[src/rtl/clk_divider.sv]
// clk_divider: integer clock divider with a 50% duty div_clk, a source-domain tick and a phase count.
// Odd ratios use a falling-edge copy of the posedge flop to add the half source period that 50% duty needs.
module clk_divider #(
    parameter int DIVIDER = 10
) (
    input  logic                       clk_out,
    input  logic                       rst,
    input  logic                       en,
    output logic                       div_clk,
    output logic                       div_tick,
    output logic [$clog2(DIVIDER)-1:0] phase
);
    localparam int W = $clog2(DIVIDER);
    localparam logic [W-1:0] LAST = W'(DIVIDER - 1);
    localparam logic [W-1:0] RISE = W'(DIVIDER / 2 - 1);
    localparam logic [W-1:0] FALL = W'((DIVIDER % 2 == 1) ? DIVIDER - 2 : DIVIDER - 1);

    if (DIVIDER < 2) begin : g_bad
        $error("clk_divider: DIVIDER must be >= 2");
    end

    logic [W-1:0] cnt_q, cnt_d;
    logic         qp_q, qp_d, tick_q, tick_d;

    always_comb begin
        cnt_d  = cnt_q;
        qp_d   = qp_q;
        tick_d = 1'b0;
        if (en) begin
            cnt_d  = (cnt_q == LAST) ? '0 : cnt_q + 1'b1;
            qp_d   = (cnt_q == RISE || cnt_q == FALL) ? ~qp_q : qp_q;
            tick_d = (cnt_q == RISE);
        end
    end

    always_ff @(posedge clk_out or negedge rst) begin
        if (!rst) begin
            cnt_q  <= '0;
            qp_q   <= 1'b0;
            tick_q <= 1'b0;
        end else begin
            cnt_q  <= cnt_d;
            qp_q   <= qp_d;
            tick_q <= tick_d;
        end
    end

    if (DIVIDER % 2 == 1) begin : g_odd
        logic qn_q;
        always_ff @(negedge clk_out or negedge rst) begin
            if (!rst) qn_q <= 1'b0;
            else      qn_q <= qp_q;
        end
        assign div_clk = qp_q | qn_q;
    end else begin : g_even
        assign div_clk = qp_q;
    end

    assign div_tick = tick_q;
    assign phase    = cnt_q;
endmodule

[config.mk]
export PLATFORM = sky130hd
export DESIGN_NAME = clk_divider
export DESIGN_NICKNAME = d
export VERILOG_FILES = /design/src/rtl/clk_divider.sv
export SDC_FILE = /design/constraint.sdc
export NUM_CORES = 1
export LEC_CHECK = 0
export CAP_MARGIN = 20
export CORE_AREA = 2 2 39 41
export DETAILED_ROUTE_END_ITERATION = 7
export DIE_AREA = 0 0 41 43
export PLACE_DENSITY = 0.41
export SYNTH_ARGS = -nofsm -noshare
export SYNTH_HDL_FRONTEND = slang
export SYNTH_SLANG_ARGS = --single-unit
export TNS_END_PERCENT = 50
[constraint.sdc]
create_clock -name clk_out -period 1.1 [get_ports clk_out]
set_input_delay 0.22 -clock clk_out [delete_from_list [all_inputs] [get_ports clk_out]]
set_output_delay 0.22 -clock clk_out [all_outputs]
set_load 0.01 [all_outputs]
==> results.md <==
- Starting density of the core: between 10% and 20%
- Min Tclk post-route: between 1000 and 1500 ps
- Antenna violations before repair: 0
- Synth warn: 0
- Max Cap Viol: 0
- Vias: 256
- CP Capture Type: register
- Max Clock Skew: 7.30 ps
- IO Port Bufs: 8
- H-tree depth: 1
- Proportion of layout cells with a drive suffix above 1: 45.5%
- Mapped Avg Cell Area: about 11 um2
- Setup crit start kind: register
- Final total power: 1.35 mW
- Cells after synthesis: 24
- Final Hold Viols: 0
- Syn Std Cell Area: around 270 um2
- DRT antenna net count: 0
- Register area share after synthesis: between 50% and 60%
- Lkg Pwr: about 0.22 nW
- Outcome: finished clean
- Layout Area Growth over Synthesis: 68.8%
- Die outline width: 41 um
- Core ar.: 1380 um2
- Critical path type: reg2reg
- Peak supply drop: 0.962 mV
- First-pass GRT wire length: 1020 um
- Avg WL per Cell: roughly 11 um
- Nets@finish: 49
- Largest net degree at the start of global routing: 7
- CP max stage delay: about 400 ps
- Slew @ Worst Pin: slightly below 300 ps
- Clk sinks: 6
- Max FO, Critical Path: 3
- CTS buffer count: 3
- Vias in the first global route: between 200 and 250
- Post-route clock period utilization: a little over nine tenths
- Clock transition at the registers of the reported paths: about 50 ps
- DRC: 0
- Dpl cells: 56
- # IOs: 9
- Drt first pass iters: 2
- HP Class: in2async
- Count of cell types in the netlist: 14
- GP Congestion: approximately 0.78
- Hpwl dp: roughly 490 um
- Root buf cell: clkbuf_4
- Worst Path Required: about 1200 ps
- Vias per Instance: ~4.3
- Worst-path cell chain: buf_4, nor3b_2, o211ai_2, xnor2_1
- CTS tree: done
- ANT cells: 0
- Max Clock Freq: around 0.92 GHz
- Post-cts hold buffer count: 0
- Die ar.: 1760 um2
- Flops & latches, synth: 6
- Mapped Nets: 27
- Fin area: about 460 um2
- Die Y: about 43 um
- Final setup viols: 0
- Final wirelength: 647 um
- P per Cell Area: between 2000 and 3000 nW/um2
- GRT overflow: 0
- Worst Path Arrival: 1210 ps
- FP Rows: 14
- Final Non-Filler Cells: 60
- CP max stage cell: dfrtp_1
- Worst-skew pair later-pin latency: approximately 250 ps
- Setup repair after global routing missed its margin: true
- Initial DRC Count: 3
- Final Max Tran Viols: 0
- Relative slew slack: 80.7%
- Area after DPL: ~430 um2
- Total Routing Usage GR: a little under a tenth
- Max clock buf depth: 2
==> what timing repair did <==
action                                  CTS  global route
endpoints found under the setup margin    8             6
pin swaps                                 0             1
setup buffers                             0             1
resized for setup                        15             7
cloned                                    0             0
==> power breakdown <==
part | switching [mW] | internal [mW] | leakage [nW]
Clock | 0.0850 | 0.124 | 0.0138
Sequential | 0.0610 | 0.324 | 0.0735
Combinational | 0.342 | 0.419 | 0.132
==> path summary, 6_finish.rpt <==
kind / start / end / slack [ps] / depth (start not counted)
setup / recovery: phase[0]$_DFFE_PN0P_ / div_clk$_DFFE_PN0P_ / 20 / 4
min in group clk_out: div_clk$_DFFE_PN0P_ / div_clk$_DFFE_PN0P_ / 540 / 2
max in group asynchronous: rst / phase[3]$_DFFE_PN0P_ / 650 / 1
hold reg to reg: div_clk$_DFFE_PN0P_ / div_clk$_DFFE_PN0P_ / 540 / 2
hold / removal: rst / phase[2]$_DFFE_PN0P_ / 220 / 1
setup reg to reg: phase[0]$_DFFE_PN0P_ / div_clk$_DFFE_PN0P_ / 20 / 4
==> worst max-delay path: cells and delay by family, from the launching register on <==
family	cells	cell delay, ps
compound gates	1	110
xor+xnor	1	130
simple gates	1	180
buf+inv	1	140
flops	1	400
==> logic make-up after synthesis <==
logic type / after synthesis / share of synthesized area (%)
AO/OA/AOI/OAI: 5 / 14.2
XOR/XNOR: 3 / 9.63
buffers and inverters: 1 / 1.37
flip-flops: 6 / 55.0
AND/OR/NAND/NOR: 9 / 19.7
==> stage by stage <==
stage	setup slack, ps	hold WS [ps]	setup TNS (ps)	util [%]
finish	16.0	215	0	33.3
global route	-19.1	248	-32.2	33.3
CTS	-33.9	222	-33.9	32.7
detailed placement	-179	495	-462	31.3
global placement	-141	492	-364	31.3
floorplan	40.3	-75.6	0	-
==> cell usage in the layout, fill, tap and decap left out <==
master,instances
clkdlybuf4s15_1,2
buf_2,1
nand2_1,2
nor3b_2,1
and3b_1,1
buf_4,8
o211ai_2,1
buf_6,1
a21o_1,1
a22o_1,1
nand2b_1,2
nand2_2,1
o21ai_1,1
clkbuf_2,3
o21ai_0,1
dfrtp_1,6
clkdlybuf4s50_1,2
xor2_1,1
clkbuf_4,3
inv_1,1
xnor2_1,2
nand3_1,1
nor4b_2,1
==> per-layer routing <==
layer	vias up	part of all wire [%]	GRT usage, %
li1	126	-	-
met1	117	48	11.1
met2	9	40	11.6
met3	4	8.7	3.66
met4	0	3.2	10.0
met5	-	0	0
==> flip-flops by register name, indices dropped and copies added (netlist names) <==
register	count
phase	4
div_tick	1
div_clk	1
==> area by class of cell <==
cell class | count | area [um2]
multi-input combinational | 17 | 133
timing repair buffer | 17 | 131
tap | 16 | 20.0
fill | 154 | 923
sequential | 6 | 150
clock buffer | 3 | 22.5
inverter | 1 | 3.75
==> cells in the mapped netlist <==
library cell / instances / area (um2)
a21o_1: 1 / 7.51
a22o_1: 1 / 8.76
and3b_1: 1 / 8.76
dfrtp_1: 6 / 150
inv_1: 1 / 3.75
nand2_1: 3 / 11.3
nand2b_1: 2 / 12.5
nand3_1: 1 / 5.00
nor3b_1: 1 / 7.51
nor4b_1: 1 / 8.76
o211ai_2: 1 / 12.5
o21ai_0: 2 / 10.0
xnor2_1: 2 / 17.5
xor2_1: 1 / 8.76
No activity file was read; power rests on OpenSTA's default activity.
